<file path="src/rtl/hack_video_scanout.sv">
// rtl/hack_video_scanout.sv - raster timing and 1 bpp screen-RAM scanout for the Hack core
//
// Generates pixel enable, blank and sync timing for a configurable raster. It fetches
// screen-RAM words for a centred window and serialises them into 8-bit luma.
//
// Ports:
//   clk       system clock
//   reset_n   asynchronous active-low reset
//   ce_pix    one-clk pulse every CE_DIV clks; high in the clk right after outputs change
//   HBlank    horizontal blank
//   HSync     horizontal sync, active level SYNC_POL
//   VBlank    vertical blank
//   VSync     vertical sync, active level SYNC_POL
//   video     8-bit pixel luma
//   ram_addr  screen-RAM word address, held between strobes
//   ram_rd    one-clk read strobe
//   ram_q     screen-RAM read data, valid exactly 1 clk after ram_rd
//   invert    (only with HACK_VIDEO_INVERT_EN) complements window luma
//
// Optional feature macro: HACK_VIDEO_INVERT_EN
module hack_video_scanout #(
  parameter int         H_ACTIVE = 640,
  parameter int         H_FP     = 16,
  parameter int         H_SYNC   = 96,
  parameter int         H_BP     = 48,
  parameter int         V_ACTIVE = 480,
  parameter int         V_FP     = 10,
  parameter int         V_SYNC   = 2,
  parameter int         V_BP     = 33,
  parameter int         CE_DIV   = 2,
  parameter int         SCR_W    = 512,
  parameter int         SCR_H    = 256,
  parameter int         WORD_W   = 16,
  parameter int         ADDR_W   = 13,
  parameter int         X_OFS    = 64,
  parameter int         Y_OFS    = 112,
  parameter logic       SYNC_POL = 1'b0,
  parameter logic [7:0] BORDER   = 8'h20
) (
  input  logic              clk,
  input  logic              reset_n,
  output logic              ce_pix,
  output logic              HBlank,
  output logic              HSync,
  output logic              VBlank,
  output logic              VSync,
  output logic [7:0]        video,
  output logic [ADDR_W-1:0] ram_addr,
  output logic              ram_rd,
  input  logic [WORD_W-1:0] ram_q
`ifdef HACK_VIDEO_INVERT_EN
  ,
  input  logic              invert
`endif
);

  localparam int H_TOTAL = H_ACTIVE + H_FP + H_SYNC + H_BP;
  localparam int V_TOTAL = V_ACTIVE + V_FP + V_SYNC + V_BP;
  localparam int HW      = $clog2(H_TOTAL);
  localparam int VW      = $clog2(V_TOTAL);
  localparam int DW      = $clog2(CE_DIV);
  localparam int WPL     = SCR_W / WORD_W;

  logic [DW-1:0]     div;
  logic              ce;
  logic [HW-1:0]     hcnt;
  logic [VW-1:0]     vcnt;
  logic              h_last;
  logic              v_last;
  logic              rd_d;
  logic [WORD_W-1:0] hold;
  logic [WORD_W-1:0] shift;

  logic [31:0]       hx;
  logic [31:0]       vy;
  logic [31:0]       col;
  logic [31:0]       row;
  logic [31:0]       fcol;
  logic              h_act;
  logic              v_act;
  logic              row_in;
  logic              in_win;
  logic              hs_on;
  logic              vs_on;
  logic              word_start;
  logic              fetch;
  logic [ADDR_W-1:0] fetch_addr;
  logic [WORD_W-1:0] word_src;
  logic [WORD_W-1:0] pix_word;
  logic              pix_bit;
  logic              inv;

`ifdef HACK_VIDEO_INVERT_EN
  assign inv = invert;
`else
  assign inv = 1'b0;
`endif

  // Internal pixel enable; the ce_pix port is this delayed by one clk so it
  // coincides with the clk in which the freshly registered pixel is presented.
  assign ce     = (div == DW'(CE_DIV - 1));
  assign h_last = (hcnt == HW'(H_TOTAL - 1));
  assign v_last = (vcnt == VW'(V_TOTAL - 1));

  always_ff @(posedge clk or negedge reset_n) begin
    if (!reset_n) begin
      div <= '0;
    end else if (ce) begin
      div <= '0;
    end else begin
      div <= div + DW'(1);
    end
  end

  always_ff @(posedge clk or negedge reset_n) begin
    if (!reset_n) begin
      hcnt <= '0;
      vcnt <= '0;
    end else if (ce) begin
      hcnt <= h_last ? '0 : hcnt + HW'(1);
      if (h_last) begin
        vcnt <= v_last ? '0 : vcnt + VW'(1);
      end
    end
  end

  // Position decode. Window offsets use unsigned wrap so positions left of
  // or above the window become huge and fail the range compare.
  always_comb begin
    hx         = 32'(hcnt);
    vy         = 32'(vcnt);
    col        = hx - 32'(X_OFS);
    row        = vy - 32'(Y_OFS);
    fcol       = hx + 32'd1 - 32'(X_OFS);
    h_act      = (hx < 32'(H_ACTIVE));
    v_act      = (vy < 32'(V_ACTIVE));
    row_in     = (row < 32'(SCR_H));
    in_win     = h_act && v_act && row_in && (col < 32'(SCR_W));
    hs_on      = (hx >= 32'(H_ACTIVE + H_FP)) && (hx < 32'(H_ACTIVE + H_FP + H_SYNC));
    vs_on      = (vy >= 32'(V_ACTIVE + V_FP)) && (vy < 32'(V_ACTIVE + V_FP + V_SYNC));
    word_start = in_win && ((col % 32'(WORD_W)) == 32'd0);
    // Fetch one pixel ahead of each word boundary so the data lands in time.
    fetch      = ce && h_act && v_act && row_in && (fcol < 32'(SCR_W))
                 && ((fcol % 32'(WORD_W)) == 32'd0);
    fetch_addr = ADDR_W'(row * 32'(WPL) + fcol / 32'(WORD_W));
    // With CE_DIV = 2 the read data arrives on the same clk as the word's
    // first pixel, so bypass the holding register while it is being loaded.
    word_src   = rd_d ? ram_q : hold;
    pix_word   = word_start ? word_src : shift;
    pix_bit    = pix_word[0];
  end

  always_ff @(posedge clk or negedge reset_n) begin
    if (!reset_n) begin
      ce_pix   <= 1'b0;
      ram_rd   <= 1'b0;
      ram_addr <= '0;
      rd_d     <= 1'b0;
      hold     <= '0;
      shift    <= '0;
      video    <= 8'h00;
      HBlank   <= 1'b1;
      VBlank   <= 1'b1;
      HSync    <= ~SYNC_POL;
      VSync    <= ~SYNC_POL;
    end else begin
      ce_pix <= ce;
      ram_rd <= fetch;
      rd_d   <= ram_rd;
      if (rd_d) begin
        hold <= ram_q;
      end
      if (fetch) begin
        ram_addr <= fetch_addr;
      end
      if (ce) begin
        HBlank <= !h_act;
        VBlank <= !v_act;
        HSync  <= hs_on ? SYNC_POL : ~SYNC_POL;
        VSync  <= vs_on ? SYNC_POL : ~SYNC_POL;
        shift  <= pix_word >> 1;
        if (!h_act || !v_act) begin
          video <= 8'h00;
        end else if (in_win) begin
          video <= (pix_bit ^ inv) ? 8'h00 : 8'hFF;
        end else begin
          video <= BORDER;
        end
      end
    end
  end

endmodule

</file>
<file path="config.mk">
export PLATFORM = sky130hd
export DESIGN_NAME = hack_video_scanout
export DESIGN_NICKNAME = d
export VERILOG_FILES = /design/src/rtl/hack_video_scanout.sv
export SDC_FILE = /design/constraint.sdc
export NUM_CORES = 1
export LEC_CHECK = 0
export CORE_UTILIZATION = 50
export CTS_CLUSTER_DIAMETER = 60
export DETAILED_ROUTE_END_ITERATION = 10
export DONT_BUFFER_PORTS = 1
export HOLD_SLACK_MARGIN = 0.12
export SLEW_MARGIN = 20
export SYNTH_ARGS = -nofsm -noshare
export SYNTH_HDL_FRONTEND = slang
export SYNTH_SLANG_ARGS = --single-unit
</file>
<file path="constraint.sdc">
create_clock -name clk -period 4.2 [get_ports clk]
set_clock_uncertainty 0.05 [all_clocks]
set_input_delay 0.63 -clock clk [delete_from_list [all_inputs] [get_ports clk]]
set_output_delay 0.63 -clock clk [all_outputs]
set_load 0.005 [all_outputs]
</file>
==> metrics.txt, run 1 <==
CTS tree built; worst-skew pair later-pin latency roughly 0.35 ns; crit path launch hcnt[5]$_DFFE_PN0P_; CP Launch Type register; TritonCTS buffer count 9; Core Area 7690 sq um; clk slew on worst S/H paths approximately 0.08 ns; routed vias roughly 2,600; vias in the first global route approximately 2,500; largest family of logic cells by synthesized area simple AND/OR/NAND/NOR gates; # rows 32; critical path fanouts, max 16; PD cells roughly 350 nW/um^2; mux contribution to synthesized area 0.142; Post-synth EDFFs 0; Worst Hold Slack ~0.12 ns; crit path DAT between 3 and 4 ns; mean area per synthesized cell 10.8 sq um; Worst VDD drop ~0.21 mV; vias per cell between 5 and 6; P&R area growth vs syn 6.80%; worst slew pin tran between 1 and 1.5 ns; Iteration-0 DRC Markers ~150; max-cap violations 0; DP Wirelength a little under 5 mm; DIE AREA approximately 8300 sq um; final hold violations 0; Post-Syn Area ~4000 sq um; Die Width 91.1 um; WL per Instance around 16 um; Max Freq between 300 and 400 MHz; antenna violations before repair 0; Worst Hold Class input port to async pin; pin count of the biggest net entering global routing between 70 and 80; register area share after synthesis 0.467; Synth Area in Adders 0.0397; async set-reset flop share out of synthesis 1.00; Antenna Cells 0; total congestion overflow 0; Slew Viols, Final 0; status completed; gate count of the mapped netlist ~370; CTS Hold Bufs 1; TNS Setup 0 ns; Fillers between 600 and 700; critical path class register to register; RR Startpoint hcnt[5]$_DFFE_PN0P_; XOR/XNOR share of the synthesized area 0.0551; Tot GR Track Use 0.197; setup violators final 0; Crit path required time roughly 4.4 ns; final period utilization 0.773; Critical Path End Type register; unrepaired setup endpoints after global routing false; ys flop type dfrtp_1; Root Buffer clkbuf_8; H-tree depth 3; Synth Area in Simple Gates 0.146; Finished Core Util 0.552; GPL Wtd Cong just under 0.9; post-synthesis compound-gate area fraction 0.0945; Total Wirelength 7.33 mm; DR pass1 iterations 4; Clock Tree Buf Depth 2; clock sink count 74; I/O pin cnt 45; antenna viol nets, final 0; Yosys Warn Count 0; Post-CTS Setup Bufs 0; DRC 0; Total Nets Final roughly 380; height of the die roughly 91 um; global-route wire length before repair roughly 13 mm; Slew HR 0.299; PortBufs 0; cts repair resizes 0; Starting Density 0.517; register bit total from synthesis 74; Period minus WS final 3.25 ns; Cell variety after synth 55; fraction of layout cells with a size suffix above 1 0.189; syn_nets 399; leakage power between 1.5 and 2 nW
==> routing by layer <==
metal / GRT usage / part of all wire / wire length, um / up-vias
li1: - / - / - / 1262
met1: 0.274 / 0.49 / 3560 / 1266
met2: 0.297 / 0.46 / 3380 / 55
met3: 0.0394 / 0.038 / 280 / 11
met4: 0.0873 / 0.015 / 110 / 0
met5: 0 / 0 / 0 / -
==> cells in the mapped netlist (all sizes together), types with 2 or more instances <==
library cell / number / area [sq um]
nor4: 5 / 46.3
a41oi: 2 / 17.5
inv: 9 / 38.8
dfrtp: 70 / 1750
or3: 2 / 17.5
a21oi: 13 / 68.8
nand2b: 4 / 25.0
xor2: 8 / 70.1
nor2: 25 / 96.4
ha: 11 / 138
nor3: 7 / 46.3
clkbuf: 12 / 46.3
xnor2: 17 / 149
nand2: 34 / 128
nand3: 11 / 55.1
and3: 4 / 25.0
a31oi: 6 / 52.6
o31ai: 3 / 22.5
or4: 3 / 22.5
buf: 19 / 134
dfstp: 4 / 105
mux2: 31 / 383
o21ai: 28 / 140
o2bb2ai: 2 / 17.5
nand4b: 2 / 23.8
mux2i: 18 / 180
nand4: 7 / 58.8
==> worst paths after layout <==
path / cells past startpoint / slack [ns] / end
max in group asynchronous: 1 / 3.66 / HBlank$_DFFE_PN1P_
worst max-delay path: 10 / 0.95 / ram_addr[9]$_DFFE_PN0P_
min in group clk: 0 / 0.37 / rd_d$_DFF_PN0_
worst max register to register: 10 / 0.95 / ram_addr[9]$_DFFE_PN0P_
worst min register to register: 0 / 0.37 / rd_d$_DFF_PN0_
worst min-delay path: 1 / 0.12 / shift[3]$_DFFE_PN0P_
==> cells in the final DEF (no fill, tap or decap), types with 5 or more instances in the layout <==
cell type  synthesis  routed
xor2_1             8       8
dfrtp_1           70      70
a21oi_1           12      12
xnor2_1           17      17
nor3_1             6       6
clkbuf_8           0       9
mux2_2            22      22
mux2i_1           18      18
ha_1              11      11
nand2_1           34      34
nor2_1            24      24
inv_1              8       8
nand4_1            6       6
mux2_4             9       9
nand3_1           11      11
a31oi_1            5       5
o21ai_0           24      24
==> sequential cells by signal (all words and copies together), names as in the netlist, 2 cells and up <==
name      flops
video         2
hcnt         10
shift        15
vcnt         10
ram_addr     13
hold         16
==> where the power goes <==
group	total [mW]	switching (mW)	internal [mW]
logic	0.0160	0.0132	0.00287
clock network	0.736	0.278	0.458
registers	0.712	0	0.712
==> cell type report <==
cell class / count / area [sq um] / area share
inverter: 10 / 42.5 / 0.0100
sequential: 74 / 1860 / 0.438
clock buffer: 10 / 128 / 0.0301
tap: 102 / 128 / 0.0301
clock inverter: 6 / 138 / 0.0324
multi-input combinational: 254 / 1890 / 0.446
timing repair buffer: 5 / 57.6 / 0.0136
==> metrics by stage <==
stage,area [sq um],setup slack [ns],instances,power [mW]
2_1_floorplan,3970,1.31,369,0.726
3_3_place_gp,3950,1.11,444,0.726
3_5_place_dp,3950,0.996,444,0.726
4_1_cts,4240,0.957,461,1.48
5_1_grt,4240,0.788,461,1.51
6_report,4240,0.953,461,1.46
==> critical path: stages, from the launching register on <==
cell and delay [ns]:
dfrtp_1 0.69, nand3_1 0.14, o21ai_1 0.16, buf_4 0.21
o311ai_1 0.20, ha_1 0.27, fa_1 0.44, or4_1 0.52
o21ai_0 0.11, xnor2_1 0.09, mux2_4 0.26
==> cells by family (layout without fill, tap and decap cells) <==
| family | Yosys count | count (layout) |
|---|---|---|
| adders and majority gates | 12 | 12 |
| DFF | 74 | 74 |
| AOI/OAI and AO/OA | 60 | 60 |
| xor gates and xnor gates | 25 | 25 |
| and+or+nand+nor | 108 | 108 |
| muxes | 49 | 49 |
| buffers and inverters | 41 | 31 |
No activity file was read; power rests on OpenSTA's default activity.
==> run 2, diff against run 1 <==
clock period = 3.3 ns   (was 4.2 ns; I/O delays follow)
==> run 2 against run 1 <==
  * Setup slack worse by 0.67 ns
  * Die area is the same
  * Core utilization increased by 0.41 points
  * Non-clock buffer count rose by 6
  * First-iteration DRC count down 33%
  * Largest cell class unchanged
  * Highest routed layer unchanged
==> metrics.txt, run 2 (synthesis gave the netlist of run 1 again) <==
antenna viol nets, final 0 (unchanged); DIE AREA 8310 sq um (unchanged); DRC 0 (unchanged); Critical Path End Type register; worst slew pin tran 0.606 ns (-0.438 ns); critical path class register to register; worst-path cell chain or2_4 > o21ai_0 > o311ai_1 > ha_1 > fa_1 > or4_1 > o21ai_0 > xnor2_1 > mux2_4; CP max-delay cell or4_1; Root Buffer clkbuf_8; setup violators final 0 (unchanged); leakage power 1.99 nW (+1.0%); crit path DAT 3.20 ns (-0.23 ns); FF-to-FF path depth 9 (-1); Core Area 7690 sq um (unchanged); Period minus WS final 3.01 ns (-0.233 ns); most used cell along the critical path o21ai_0; CP Launch Type register; Clock Tree Buf Depth 2 (unchanged); global-route wire length before repair 12.7 mm (-0.54%); routed vias 2,615 (+0.81%); Total Nets Final 390 (+1.6%); clock network power share 0.482 (-0.021); Largest regs hold: 16 flops, shift: 15 flops, ram_addr: 13 flops; pin count of the biggest net entering global routing 75 (unchanged); Starting Density 0.517 (unchanged); # rows 32 (unchanged); worst hold start ram_q[0]; Pwr Total 1.79 mW (+22%); Crit path required time 3.49 ns (-0.89 ns); Tot GR Track Use 0.195 (-0.00232); RR Startpoint hcnt[7]$_DFFE_PN0P_; Net Switching 377 uW (+30%); H-tree depth 3 (unchanged); Final Non-Filler Cells 466 (+1.1%); Worst VDD drop 0.199 mV (-6.0%); Worst Hold Slack 0.262 ns (+0.141 ns); clock sink count 74 (unchanged); Net Sw Frac 0.211 (+0.0120); Die Width 91.1 um (unchanged); status completed; CTS tree built; DR pass1 iterations 4 (unchanged); Gate power share 0.012 (about the same); TNS Setup 0 ns (unchanged); Worst Hold Class input port to register; Crit path largest cell delay 0.51 ns (-0.18 ns); most common cell after layout, fill and taps aside dfrtp_1; PortBufs 0 (unchanged); kind of cell adding the most delay to the critical path simple AND/OR/NAND/NOR gates; hold path depth 1; most frequent cells in the layout dfrtp_1 (70), nand2_1 (34), o21ai_0 (24), nor2_1 (24), mux2_2 (22); WL per Instance 15.8 um (-0.55%); clk slew on worst S/H paths 0.08 ns (about the same); Slew Viols, Final 0 (unchanged); GPL Wtd Cong 0.881 (-1.5%); Finished Core Util 0.556 (+0.00407); I/O pin cnt 45 (unchanged); Slew HR 0.596 (+0.297); Max Freq 332 MHz (+7.7%); critical path fanouts, max 7 (-9); area of the multi-input gates 1890 sq um (unchanged); fraction of layout cells with a size suffix above 1 0.201 (+0.0111); WP buf/inv 0 (-1); worst-skew pair later-pin latency 0.35 ns (about the same); Sequential cell area 1860 sq um (unchanged); final hold violations 0 (unchanged); TritonCTS buffer count 9 (unchanged); Antenna Cells 0 (unchanged); placed insts 449 (+1.1%); vias in the first global route 2,507 (-0.20%); Worst Hold End hold[0]$_DFF_PN0_; max reg flops 16 (unchanged); Reg with most FFs hold; antenna violations before repair 0 (unchanged); max-cap violations 0 (unchanged); Fillers 700 (+2.2%); vias per cell 5.61 (-0.27%); cts repair resizes 0 (unchanged); Iteration-0 DRC Markers 103 (-33%); DP Wirelength 4.96 mm (+2.1%); Sequential Power Share 0.506 (+0.020); unrepaired setup endpoints after global routing false; final period utilization 0.913 (+0.140); height of the die 91.1 um (unchanged); r2r endpoint ram_addr[9]$_DFFE_PN0P_; Int Pwr 1.41 mW (+20%); total congestion overflow 0 (unchanged); reg-to-reg slack, setup 0.29 ns (-0.67 ns); PD cells 419 nW/um^2 (+21%); Total Wirelength 7.37 mm (+0.53%); P&R area growth vs syn 7.59%
-- run 2: power by group through the flow --
stage / Combinational, mW / Sequential, mW / Clock [mW]
2_1_floorplan: 0.000161 / 0.924 / 0
3_3_place_gp: 0.000161 / 0.924 / 0
3_5_place_dp: 0.000161 / 0.924 / 0
4_1_cts: 0.0237 / 0.906 / 0.877
5_1_grt: 0.0265 / 0.906 / 0.914
6_report: 0.0218 / 0.906 / 0.863
-- run 2: through the flow --
step                      setup WS, ns  cell area (sq um)
final                            0.286               4270
after global routing             0.124               4270
after CTS                        0.277               4270
after detailed placement         0.289               4000
after global placement           0.348               4000
after floorplan                  0.405               3970
-- run 2: what timing repair did --
action | CTS | global route
setup buffers | 0 | 0
hold buffers | 2 | 0
setup endpoints to repair | 0 | 0
hold endpoints to repair | 74 | 0
-- run 2: worst max-delay path by stage --
stage | slack [ns] | to | cells after the start | start
final | 0.29 | ram_addr[9]$_DFFE_PN0P_ | 9 | hcnt[7]$_DFFE_PN0P_
after global routing | 0.12 | ram_addr[9]$_DFFE_PN0P_ | 9 | hcnt[6]$_DFFE_PN0P_
after CTS | 0.28 | ram_addr[9]$_DFFE_PN0P_ | 9 | hcnt[6]$_DFFE_PN0P_
after detailed placement | 0.29 | ram_addr[9]$_DFFE_PN0P_ | 9 | hcnt[6]$_DFFE_PN0P_
after global placement | 0.35 | ram_addr[9]$_DFFE_PN0P_ | 9 | hcnt[6]$_DFFE_PN0P_
after floorplan | 0.41 | ram_addr[9]$_DFFE_PN0P_ | 10 | hcnt[7]$_DFFE_PN0P_
-- run 2: worst register-to-register path: cells and delay by family, from the launching register on --
family	cells	cell delay (ns)
xor gates and xnor gates	1	0.09
muxes	1	0.25
DFF	1	0.46
adders and majority gates	2	0.70
and+or+nand+nor	2	0.82
AOI/OAI and AO/OA	3	0.53
-- run 2: final cells by class --
type | instances | share of cell area
Sequential cell | 74 | 0.434
Multi-Input combinational cell | 254 | 0.443
Inverter | 10 | 0.00995
Timing Repair Buffer | 11 | 0.0275
Tap cell | 102 | 0.0299
Clock buffer | 9 | 0.0290
Clock inverter | 6 | 0.0263
-- run 2: per-layer routing --
| metal | vias to the layer above | track usage | routed length [um] |
|---|---|---|---|
| met1 | 1272 | 0.277 | 3640 |
| li1 | 1268 | - | - |
| met2 | 61 | 0.290 | 3260 |
| met3 | 14 | 0.0461 | 349 |
| met4 | 0 | 0.0688 | 121 |
| met5 | - | 0 | 0 |
==> run 3, diff against run 2 <==
CORE_UTILIZATION = 63   (was 50)
CTS_CLUSTER_DIAMETER = 30   (was 60)
PLACE_DENSITY = 0.81   (was unset)
==> run 3 against run 2 <==
  * Cell area decreased by 1.1%
  * Global-route usage increased by 5.5 points
  * Combinational power about the same
  * Power decreased by 2.4%
  * First-iteration DRC count increased to 2.8 times the previous value
  * Critical endpoint unchanged
  * Clock power decreased by 5.0%
  * Setup slack got worse by 0.036 ns
==> metrics.txt, run 3 (synthesis gave the netlist of run 1 again) <==
antenna violations before repair 0 (unchanged); Post-CTS Setup Bufs 0 (unchanged); antenna viol nets, final 0 (unchanged); Reg with most FFs hold; Clock Tree Buf Depth 2 (unchanged); CP max-delay cell or4_1; Critical Path End Type register; Setup WS pre-CTS 0.283 ns (-0.00532 ns); P&R area growth vs syn 6.39%; critical path class register to register; Antenna Cells 0 (unchanged); fraction of layout cells with a size suffix above 1 0.203 (+0.00219); PD cells 414 nW/um^2 (-1.3%); GPL Wtd Cong 0.883 (+0.24%); TNS Setup 0 ns (unchanged); Max Freq 328 MHz (-1.2%); I/O pin cnt 45 (unchanged); placed insts 422 (-6.0%); most used cell along the critical path o21ai_0; H-tree depth 3 (unchanged); Slew HR 0.555 (-0.0405); Worst VDD drop 0.263 mV (+32%); Tot GR Track Use 0.250 (+0.0550); worst slew pin tran 0.667 ns (+0.0608 ns); CP Launch Type register; Die Width 81.4 um (-11%); Root Buffer clkbuf_8; DR pass1 iterations 5 (+1); DP Wirelength 4.81 mm (-2.9%); crit path DAT 3.24 ns (+0.04 ns); Largest regs hold: 16 flops, shift: 15 flops, ram_addr: 13 flops; Worst Hold Slack 0.257 ns (-0.00501 ns); final hold violations 0 (unchanged); Iteration-0 DRC Markers 287 (+180%); DRC 0 (unchanged); max-cap violations 0 (unchanged); reg-to-reg slack, setup 0.25 ns (-0.04 ns); CTS Hold Bufs 2 (unchanged); global-route wire length before repair 12.4 mm (-2.0%); Total Nets Final 390 (unchanged); status completed; routed vias 2,633 (+0.69%); # rows 28 (-13%); Worst Hold Class input port to register; Crit path required time 3.49 ns (about the same); Starting Density 0.663 (+0.146); vias per cell 5.98 (+6.6%); Final Non-Filler Cells 440 (-5.6%); total congestion overflow 0 (unchanged); final period utilization 0.924 (+0.0110); Slew Viols, Final 0 (unchanged); Core Area 5990 sq um (-22%); pin count of the biggest net entering global routing 75 (unchanged); leakage power 1.99 nW (-0.19%); clock sink count 74 (unchanged); DIE AREA 6630 sq um (-20%); vias in the first global route 2,669 (+6.5%); critical path fanouts, max 7 (unchanged); PortBufs 0 (unchanged); max reg flops 16 (unchanged); slack of the critical path 0.250 ns (-0.0364 ns); worst-skew pair later-pin latency 0.35 ns (about the same); height of the die 81.4 um (-11%); Fillers 420 (-40%); TritonCTS buffer count 9 (unchanged); Crit path largest cell delay 0.52 ns (about the same); cts repair resizes 0 (unchanged); CTS tree built; setup violators final 0 (unchanged); unrepaired setup endpoints after global routing false; Total Wirelength 7.36 mm (-0.12%); WL per Instance 16.7 um (+5.8%); Period minus WS final 3.05 ns (+0.0364 ns); Finished Core Util 0.706 (+0.150); worst-path cell chain or2_4 > o21ai_0 > o311ai_1 > ha_1 > fa_1 > or4_1 > o21ai_0 > xnor2_1 > mux2_4; most frequent cells in the layout dfrtp_1 (70), nand2_1 (34), o21ai_0 (24), nor2_1 (24), mux2_2 (22); most common cell after layout, fill and taps aside dfrtp_1; clk slew on worst S/H paths 0.08 ns (about the same)
run 3: per-stage QoR:
stage,instance area [sq um],power [mW]
3_3_place_gp,3950,0.924
3_5_place_dp,3950,0.924
6_report,4230,1.75
2_1_floorplan,3970,0.924
4_1_cts,4230,1.77
5_1_grt,4230,1.81
run 3: worst paths after layout:
kind | startpoint | to | cells after the start
max in group asynchronous | reset_n | VSync$_DFFE_PN1P_ | 2
hold reg to reg | ram_rd$_DFF_PN0_ | rd_d$_DFF_PN0_ | 0
setup reg to reg | hcnt[7]$_DFFE_PN0P_ | ram_addr[9]$_DFFE_PN0P_ | 9
hold / removal | ram_q[0] | hold[0]$_DFF_PN0_ | 1
setup / recovery | hcnt[7]$_DFFE_PN0P_ | ram_addr[9]$_DFFE_PN0P_ | 9
min in group asynchronous | reset_n | hold[9]$_DFF_PN0_ | 2
run 3: final cells by class:
type                       instances  area, sq um  area share
clock buffer                      10          138      0.0326
multi-input combinational        254         1890       0.448
clock inverter                     6         97.6      0.0231
timing repair buffer              11          105      0.0249
sequential                        74         1860       0.439
tap                               75         93.8      0.0222
inverter                          10         42.5      0.0101
run 3: critical path, delay by kind of cell, from the launching register on:
family                   cells  cell delay [ns]
flip-flops                   1             0.47
multiplexers                 1             0.26
AND/OR/NAND/NOR              2             0.83
XOR/XNOR                     1             0.09
AO/OA/AOI/OAI                3             0.54
adder cells (fa/ha/maj)      2             0.70
run 3: where the power goes:
part,switching [mW],internal (mW)
clock network,0.363,0.457
logic,0.0172,0.00435
registers,0,0.906
total,0.381,1.37
run 3: metal layers:
metal | routed length, um | vias to the layer above | global-route usage | share of wire
li1 | - | 1264 | - | -
met1 | 3400 | 1281 | 0.349 | 0.46
met2 | 3430 | 76 | 0.372 | 0.47
met3 | 415 | 12 | 0.0644 | 0.056
met4 | 120 | 0 | 0.0964 | 0.016
met5 | 0 | - | 0 | 0
